<file path="src/rtl/mips_core_pkg.sv">
// Shared MIPS core types and sizing constants.
// Used by the memory stage and its result queue.
package mips_core;

   typedef enum logic {
      MEM_READ  = 1'b0,
      MEM_WRITE = 1'b1
   } mem_access_t;

   localparam int MEM_RESULT_DEPTH = 4;

endpackage

</file>
<file path="src/rtl/mem_result_queue.sv">
// In-order queue of completed memory accesses awaiting writeback/commit.
// Head entry is shown straight from storage; flush drops everything queued.
module mem_result_queue
   import mips_core::*;
#(
   parameter int DEPTH = MEM_RESULT_DEPTH,
   parameter int IDX_W = 6
) (
   input  logic                       clk,
   input  logic                       rst_n,
   input  logic                       i_valid,
   input  logic                       i_nop,
   input  mem_access_t                i_mem_action,
   input  logic [31:0]                i_data,
   input  logic [IDX_W-1:0]           i_dispatch_index,
   input  logic                       i_flush,
   input  logic                       o_ready,
   output logic                       o_valid,
   output mem_access_t                o_mem_action,
   output logic [31:0]                o_data,
   output logic [IDX_W-1:0]           o_dispatch_index,
   output logic                       o_full,
   output logic [$clog2(DEPTH):0]     o_count,
   output logic                       o_overflow
);

   localparam int PW = $clog2(DEPTH);
   localparam int CW = PW + 1;

   typedef struct packed {
      mem_access_t      mem_action;
      logic [31:0]      data;
      logic [IDX_W-1:0] dispatch_index;
   } entry_t;

   entry_t        mem [DEPTH];
   entry_t        head;
   logic [PW-1:0] wr_ptr;
   logic [PW-1:0] rd_ptr;
   logic [CW-1:0] count;
   logic          overflow;
   logic          full;
   logic          push;
   logic          pop;
   logic          wr_en;

   assign full    = (count == CW'(DEPTH));
   assign o_valid = (count != '0) && !i_flush;
   assign push    = i_valid && !i_nop && !i_flush;
   assign pop     = o_valid && o_ready && !i_flush;
   // A pop in the same cycle frees the slot a full-queue push needs.
   assign wr_en   = push && (!full || pop);

   always_ff @(posedge clk) begin
      if (!rst_n) begin
         wr_ptr   <= '0;
         rd_ptr   <= '0;
         count    <= '0;
         overflow <= 1'b0;
      end else if (i_flush) begin
         wr_ptr <= '0;
         rd_ptr <= '0;
         count  <= '0;
      end else begin
         if (wr_en)
            wr_ptr <= wr_ptr + 1'b1;
         if (pop)
            rd_ptr <= rd_ptr + 1'b1;
         count <= count + CW'(wr_en) - CW'(pop);
         if (push && full && !pop)
            overflow <= 1'b1;
      end
   end

   always_ff @(posedge clk) begin
      if (wr_en)
         mem[wr_ptr] <= '{
            mem_action:     i_mem_action,
            data:           i_data,
            dispatch_index: i_dispatch_index
         };
   end

   assign head             = mem[rd_ptr];
   assign o_mem_action     = head.mem_action;
   assign o_data           = head.data;
   assign o_dispatch_index = head.dispatch_index;
   assign o_full           = full;
   assign o_count          = count;
   assign o_overflow       = overflow;

endmodule
</file>
<file path="config.mk">
export PLATFORM = sky130hd
export DESIGN_NAME = mem_result_queue
export DESIGN_NICKNAME = d
export VERILOG_FILES = /design/src/rtl/mips_core_pkg.sv /design/src/rtl/mem_result_queue.sv
export SDC_FILE = /design/constraint.sdc
export NUM_CORES = 1
export LEC_CHECK = 0
export BUFFER_PORTS_ARGS = -buffer_cell sky130_fd_sc_hd__buf_2
export CORE_ASPECT_RATIO = 0.7
export CORE_UTILIZATION = 51
export DETAILED_ROUTE_END_ITERATION = 10
export GPL_ROUTABILITY_DRIVEN = 0
export PLACE_DENSITY = 0.82
export SYNTH_ARGS = -nofsm -noshare
export SYNTH_HDL_FRONTEND = slang
export SYNTH_SLANG_ARGS = --single-unit
</file>
<file path="constraint.sdc">
create_clock -name clk -period 2.2 [get_ports clk]
set_clock_uncertainty 0.15 [all_clocks]
set_input_delay 0.33 -clock clk [delete_from_list [all_inputs] [get_ports clk]]
set_output_delay 0.33 -clock clk [all_outputs]
set_load 0.05 [all_outputs]
</file>
==> flow_summary.toml, run 1 <==
[sta]
slew_viol_final = 0
hold_violations = 0
finalSetupTns_ps = -162.7
slew_headroom_pct = 66.82
rsz0062_at_grt = "true"
post-route-worst-setup-slack_ps = -40.90
finalSetupViolCount = 9
finalCriticalPeriod_ps = 2241
fin_crit_sh_pct = 101.9
tightestPinTransition_ps = 496.7
max_freq_ghz = 0.4462

[die]
die_w_um = 133.6
coreArea_sq_mm = 0.01177
fp.dieArea_sq_mm = 0.01257
initial_core_util_pct = 52.53
die_y_um = 94.11
row_count = 33
pin_count = 90

[setup_path]
crit_path_start_kind = "flip-flop"
critical_path_class = "flip-flop to flip-flop"
critPathRequiredTime_ps = 2350
crit_arrival_ps = 2390
worstSetupEndpointType = "flip-flop"
critPathMaxFanout = 5

[global_route]
grt_pass1_wl_um = 17500
grt_max_degree = 40
overflow = 0
antenna_found_initial = 0
grt_pass1_vias = 3347
track_usage_pct = 19.79

[outcome]
status = "finished, violations left"
violations = "setup timing"

[yosys]
synth_warnings = 0
yosysTopAreaCellShare_pct = 75.79
synth_area_leader_cell = "edfxtp_1"
synthesis.area_sq_mm = 0.006181
synth_cell_type_count = 31
synthTopCellsByCount = "edfxtp_1, mux4_2, dfxtp_1"
synth-async-reset-ratio_pct = 0
yosysMostFrequentCell = "edfxtp_1"
ys_seq_elements = 166
avgSynthCellArea_sq_um = 23.68
syn-num-nets = 312
synth.area.top_cells = "edfxtp_1, mux4_2, dfxtp_1, ha_1, mux2i_1"
synth_ff_type = "edfxtp_1"
netlist_instances = 261
yosysSeqAreaShare_pct = 79.03
synth-edff-count = 156

[cells_and_area]
drive_above_1_share_pct = 45.20
syn_to_final_growth_pct = 33.50
n_fill_cell = 713
antenna_cells = 0
nets = 465

[place]
hpwl_um = 6185
io_buffer_count = 89

[clock_tree]
cts_buffers = 17
path_clk_slew_ps = 60
htree_num_levels = 4
root_buffer = "clkbuf_16"
cts.sinks = 166
cts_tree = "built"
cts_buffer_depth = 2
clk_latency_ps = 410

[drt]
drc = 0
wl_um = 11250
drt_iter0_drc = 123
vias = 3087
dr.pass1.iters = 5
wl_per_cell_um = 19.27
ant_nets = 0
viasPerCell = 5.286

[pwr]
peakVddDrop_mv = 0.7924
leakage_nw = 2.833
finalPower_mw = 6.735
p_per_area_mw_per_mm2 = 816.3

[run]
cap_viol_max_count = 0

[worst_hold_path]
hold_path_class = "primary input to flip-flop"
[cells by family (layout without fill, tap and decap cells)]
logic type / Yosys count / count (layout) / synth area share (%)
flip-flops: 166 / 166 / 79.03
multiplexers: 43 / 43 / 14.86
AND/OR/NAND/NOR: 30 / 30 / 3.199
buffers and inverters: 11 / 177 / 1.073
adder cells (fa/ha/maj): 6 / 6 / 1.336
AO/OA/AOI/OAI: 4 / 4 / 0.3643
XOR/XNOR: 1 / 1 / 0.1417
[state kept, by name (all words and copies together), names as in the netlist, named ones only]
name	count
wr_ptr	2
o_overflow	1
rd_ptr	2
o_count	3
mem	156
[cell type report]
cell class	instances	area (sq um)	share of cell area, %
clock buffer	18	429.2	5.201
clock inverter	14	158.9	1.926
inverter	3	11.26	0.1365
multi-input combinational	84	1287	15.60
sequential	166	4901	59.39
tap	157	196.4	2.381
timing repair buffer	142	1267	15.36
[path summary, 6_finish.rpt]
check	from	cells after the start	end	slack, ps
worst max-delay path	o_count[1]	10	o_count[2]	-40
worst max register to register	o_count[1]	10	o_count[2]	-40
worst min-delay path	i_data[30]	1	mem[0][36]	10
worst min register to register	o_overflow	2	o_overflow	360
[placed cells by master (no fill, tap or decap), types with 2 or more instances in the layout]
cell type,netlist,layout
mux4_2,39,39
ha_1,5,4
buf_6,2,39
nand2b_1,2,2
buf_2,2,50
nor2_1,3,3
inv_1,3,2
buf_12,0,7
dfxtp_1,10,5
buf_4,2,9
dlygate4sd3_1,0,37
nand2_1,5,5
dfxtp_4,0,4
mux2i_1,4,4
nor2b_1,3,3
a21oi_1,2,2
clkinv_2,0,3
clkinv_1,0,3
clkbuf_16,0,17
bufinv_16,0,3
edfxtp_1,156,156
and3_2,3,4
clkinvlp_4,0,3
[worst max-delay path, cell delays in order, from the launching register on]
cell      delay, ps
dfxtp_4         360
buf_4           140
or4b_4          520
nand2_4          80
o21bai_1         70
ha_2            180
inv_2            60
fa_2            210
xor2_2          160
and2_4          160
nor3_2           30
[repair_timing]
| action | CTS | global route |
|---|---|---|
| pin swaps | 5 | 7 |
| setup endpoints to repair | 40 | 41 |
| setup buffers | 5 | 1 |
| endpoints found under the hold margin | 148 | 0 |
| hold buffers | 37 | 0 |
| gates resized for setup | 80 | 5 |
[through the flow]
stage	area, sq um	util [%]	setup WS, ps	hold WS (ps)	cells
finish	8252	70.12	-40.90	13.16	584
global route	8252	70.12	-115.2	6.078	584
CTS	8225	69.90	-53.82	0.2632	583
detailed placement	6977	59.29	-33.30	346.5	509
global placement	6977	59.29	20.22	320.1	509
floorplan	6225	-	-10.67	278.9	261
[metal layers]
| metal | part of all wire, % | GRT usage [%] |
|---|---|---|
| met1 | 42 | 23.92 |
| met4 | 1.6 | 7.955 |
| met3 | 4.7 | 5.502 |
| met5 | 0 | 0 |
| met2 | 51 | 34.03 |
[power by group]
part | internal (mW) | switching (mW) | leakage (nW)
sequential | 3.48 | 0.00774 | 1.49
combinational | 0.154 | 0.188 | 1.06
clock | 1.77 | 1.13 | 0.280
total | 5.40 | 1.33 | 2.83
(Power assumes the default switching activity.)
==> run 2, diff against run 1 <==
Settings changed: CORE_ASPECT_RATIO 0.7 to 1.2.
Clock period 2.2 ns to 1.8 ns, I/O delays scaled along.
==> run 2 against run 1 <==
Against the previous run:
- the flow still finishes with violations (setup timing)
- die area about the same
- count of clock-buffer cells in the layout unchanged
- hold slack better by 170 ps
- first-iteration DRC count increased by 86%
- utilization up 8.0 points
- critical path type is now flip-flop to primary output
==> flow_summary.toml, run 2 (synthesis gave the netlist of run 1 again) <==
[sta]
tightestPinTransition_ps = 486.0
max_freq_ghz = 0.4619
slew_headroom_pct = 67.54
rsz0062_at_grt = "true"
finalCriticalPeriod_ps = 2165
hold_violations = 0
holdWs_ps = 178.6
post-route-worst-setup-slack_ps = -365.0
fin_crit_sh_pct = 120.3
finalSetupViolCount = 198
slew_viol_final = 0

[die]
fp.dieArea_sq_mm = 0.01257
pin_count = 90
die_w_um = 102.5
initial_core_util_pct = 52.94
coreArea_sq_mm = 0.01167
die_y_um = 122.6
row_count = 43

[global_route]
grt_pass1_wl_um = 21880
grt_max_degree = 21
track_usage_pct = 25.23
antenna_found_initial = 0
overflow = 0
grt_pass1_vias = 3747

[drt]
vias = 3426
wl_per_cell_um = 23.08
dr.pass1.iters = 4
viasPerCell = 5.464
ant_nets = 0
drc = 0
drt_iter0_drc = 229
wl_um = 14470

[cells_and_area]
layout_common_cells = "edfxtp_1, buf_2, buf_6, dlygate4sd3_1, mux4_2"
largest_reg_flops = 156
nets = 508
final_common_cell = "edfxtp_1"
drive_above_1_share_pct = 50.00
fin_area_sq_mm = 0.009116
regMostFlops = "mem"
syn_to_final_growth_pct = 47.49
antenna_cells = 0

[setup_path]
max_stage_delay_ps = 540
crit_family = "multiplexers"
reg2reg_slack_ps = -340
worstSetupEndpointType = "primary output"
r2r_end = "o_count[2]"
crit_chain = "buf_12 > mux4_2 > buf_6"
crit_path_start_kind = "flip-flop"
r2r_cells = 9
critical_path.slowest_cell = "mux4_2"
critPathRequiredTime_ps = 1380
path_buf_inv = 2
r2r-start = "o_count[1]"
critPathMaxFanout = 9
critical_path_class = "flip-flop to primary output"
crit_arrival_ps = 1740

[clock_tree]
root_buffer = "clkbuf_16"
cts_buffer_depth = 2
clk_latency_ps = 410
cts.sinks = 166
path_clk_slew_ps = 60
htree_num_levels = 4
cts_buffers = 17
cts_tree = "built"

[worst_hold_path]
whs_path_depth = 4
hp-start = "o_ready"
hold_path_class = "primary input to flip-flop"

[outcome]
violations = "setup timing"
status = "finished, violations left"

[run]
cap_viol_max_count = 0

[place]
io_buffer_count = 89
dpl_cell_area_sq_mm = 0.007152
hpwl_um = 6777

[pwr]
p_per_area_mw_per_mm2 = 914.3
leakage_nw = 3.186
peakVddDrop_mv = 0.8979
## run 2: worst max-delay path by stage
stage               startpoint             endpoint  slack [ps]  depth (start not counted)
finish               flip-flop           o_data[14]        -360                          3
global route         flip-flop           o_data[14]        -430                          3
floorplan           o_count[1]           o_count[2]        -410                          9
detailed placement  o_count[2]           o_count[2]        -380                          9
global placement       i_flush           o_count[2]        -300                         10
CTS                  flip-flop  o_dispatch_index[0]        -370                          3
## run 2: what timing repair did
action,in CTS,in global routing
setup buffers,13,6
gates resized for setup,116,7
hold endpoints to repair,157,0
endpoints found under the setup margin,199,199
hold buffers,40,0
pin swaps,9,1
cloned,20,2
## run 2: per-stage QoR
stage	cells	power [mW]	util, %	setup slack, ps	TNS, ps
6_report	627	8.335	78.08	-365.0	-45220
5_1_grt	627	8.594	78.08	-430.0	-49630
3_3_place_gp	523	4.643	61.26	-303.4	-11850
4_1_cts	628	8.324	78.41	-373.7	-31140
2_1_floorplan	261	4.513	-	-410.7	-21000
3_5_place_dp	523	4.661	61.26	-383.9	-17650
## run 2: area by class of cell
cell class,instances,area [sq um]
Clock buffer,18,429.2
Tap cell,157,196.4
Multi-Input combinational cell,84,1311
Fill cell,596,2559
Sequential cell,166,4901
Inverter,3,11.26
Timing Repair Buffer,185,2108
Clock inverter,14,158.9
## run 2: power breakdown
part           internal [mW]  switching [mW]
logic                  0.221           0.248
registers               4.25          0.0118
clock network           2.17            1.44
total                   6.64            1.70
## run 2: tightest hold or removal path, stage by stage
cell and delay, ps:
buf_2 130, nand3b_1 110, or3_1 110, a21oi_1 70
## run 2: metal layers
| metal | share of wire, % | global-route usage, % | wire (um) |
|---|---|---|---|
| met4 | 1.3 | 9.375 | 192 |
| met3 | 5.0 | 5.923 | 727 |
| met5 | 0 | 0 | 0 |
| met1 | 40 | 32.06 | 5716 |
| met2 | 54 | 42.25 | 7832 |
==> run 3, diff against run 2 <==
Settings changed: BUFFER_PORTS_ARGS -buffer_cell sky130_fd_sc_hd__buf_2 to -buffer_cell sky130_fd_sc_hd__buf_4.
==> run 3 against run 2 <==
Against the previous run:
- the run still ends with setup timing left
- flip-flop and latch count is the same
- clock power shrank 8.6%
- global-route usage increased by 1.3 points
- critical path type unchanged
- first-iteration DRC count grew 15%
- critical path depth up 1
- routed wire length grew 4.6%
- sequential share of layout area is 0.84 points lower
- hold slack worse by 55 ps
==> flow_summary.toml, run 3 (synthesis gave the netlist of run 1 again) <==
[sta]
fin_crit_sh_pct = 121.5
slew_viol_final = 0
tightestPinTransition_ps = 505.0
holdWs_ps = 123.2
slew_headroom_pct = 66.27
post-route-worst-setup-slack_ps = -387.5
max_freq_ghz = 0.4571
hold_violations = 0
finalSetupViolCount = 197
finalCriticalPeriod_ps = 2188
rsz0062_at_grt = "true"
finalSetupTns_ps = -40090

[drt]
vias = 3531
drt_iter0_drc = 264
wl_per_cell_um = 23.99
dr.pass1.iters = 5
ant_nets = 0
drc = 0
wl_um = 15140
viasPerCell = 5.596

[setup_path]
crit_chain = "buf_12 > buf_12 > mux4_2 > buf_6"
crit_path_start_kind = "flip-flop"
worstSetupEndpointType = "primary output"
endpoint = "o_data[12]"
critPathRequiredTime_ps = 1380
critical_path.slowest_cell = "mux4_2"
r2r-start = "o_count[2]"
path_common_cell = "buf_12"
cp_num_cells = 4
critical_path_class = "flip-flop to primary output"
max_stage_delay_ps = 530
critPathMaxFanout = 8
crit_family = "multiplexers"
reg2reg_slack_ps = -320
r2r_end = "o_count[2]"
r2r_cells = 9
crit_arrival_ps = 1770
path_buf_inv = 3

[cells_and_area]
fin_area_sq_mm = 0.009260
antenna_cells = 0
layout_common_cells = "edfxtp_1, buf_4, buf_6, dlygate4sd3_1, mux4_2"
nets = 512
final_common_cell = "edfxtp_1"
drive_above_1_share_pct = 50.84
regMostFlops = "mem"
largest_reg_flops = 156
syn_to_final_growth_pct = 49.82
final_core_util_pct = 79.32
instances_no_fill = 631

[global_route]
track_usage_pct = 26.54
grt_max_degree = 27
antenna_found_initial = 0
grt_pass1_wl_um = 22400
grt_pass1_vias = 3792
overflow = 0

[run]
cap_viol_max_count = 0

[die]
pin_count = 90
initial_core_util_pct = 52.94
coreArea_sq_mm = 0.01167
die_w_um = 102.5
row_count = 43
fp.dieArea_sq_mm = 0.01257
die_y_um = 122.6

[pwr]
leakage_nw = 3.239
finalPower_mw = 8.085
p_per_area_mw_per_mm2 = 873.1
peakVddDrop_mv = 0.9617

[clock_tree]
cts_buffer_depth = 2
cts_buffers = 17
cts_tree = "built"
htree_num_levels = 4
path_clk_slew_ps = 60
cts.sinks = 166
clk_latency_ps = 420
root_buffer = "clkbuf_16"

[outcome]
violations = "setup timing"
status = "finished, violations left"

[place]
hpwl_um = 6900
place_ws_ps = -358.6
io_buffer_count = 89
dpl.cell_count = 522
dpl_cell_area_sq_mm = 0.007367

[worst_hold_path]
hold_path_class = "primary input to flip-flop"
whs_path_depth = 4
[run 3: cell count changes in the layout (fill, tap and decap cells not counted), moves of 2 or more]
| cell | before | now |
|---|---|---|
| buf_2 | 48 | 0 |
| buf_4 | 15 | 59 |
| buf_12 | 16 | 26 |
| buf_16 | 16 | 12 |
| clkinv_1 | 4 | 0 |
| buf_8 | 1 | 4 |
| bufinv_16 | 3 | 0 |
| clkinv_2 | 1 | 4 |
| clkinv_4 | 2 | 4 |
| inv_6 | 1 | 3 |
[run 3: where the power goes]
part	internal, mW	switching (mW)
registers	4.25	0.0112
logic	0.269	0.258
clock network	1.77	1.53
[run 3: how the worst min path moves through the flow]
stage	from	endpoint	slack, ps
finish	o_ready	flip-flop	120
global route	o_ready	flip-flop	150
CTS	o_ready	flip-flop	120
detailed placement	i_data[9]	mem[1][15]	320
global placement	i_data[27]	mem[1][33]	320
floorplan	i_dispatch_index[0]	mem[0][0]	220
[run 3: worst reg2reg max path: stages, from the launching register on]
cell	delay (ps)
dfxtp_4	350
nor3_4	320
nor3b_2	100
o21bai_1	150
ha_2	190
inv_2	30
fa_2	330
xor2_1	170
and2_4	170
nor3_2	30
[run 3: per-layer routing]
metal	part of all wire [%]	wire [um]	up-vias	global-route usage, %
met5	0	0	-	0
met4	1.2	185	0	10.80
met3	6.7	1008	16	6.207
met2	54	8224	177	44.92
met1	38	5722	1830	32.82
li1	-	-	1508	-
[run 3: final cells by class]
type	count	area, sq um
clock buffer	18	429.2
clock inverter	14	103.9
fill	554	2415
inverter	3	11.26
multi-input combinational	84	1296
sequential	166	4901
tap	157	196.4
timing repair buffer	189	2322
[run 3: repair_timing]
action | CTS | global route
setup buffers | 17 | 10
pin swaps | 8 | 4
resized for setup | 74 | 14
cloned | 24 | 2
hold buffers | 40 | 0
endpoints found under the setup margin | 197 | 199
hold endpoints to repair | 157 | 0
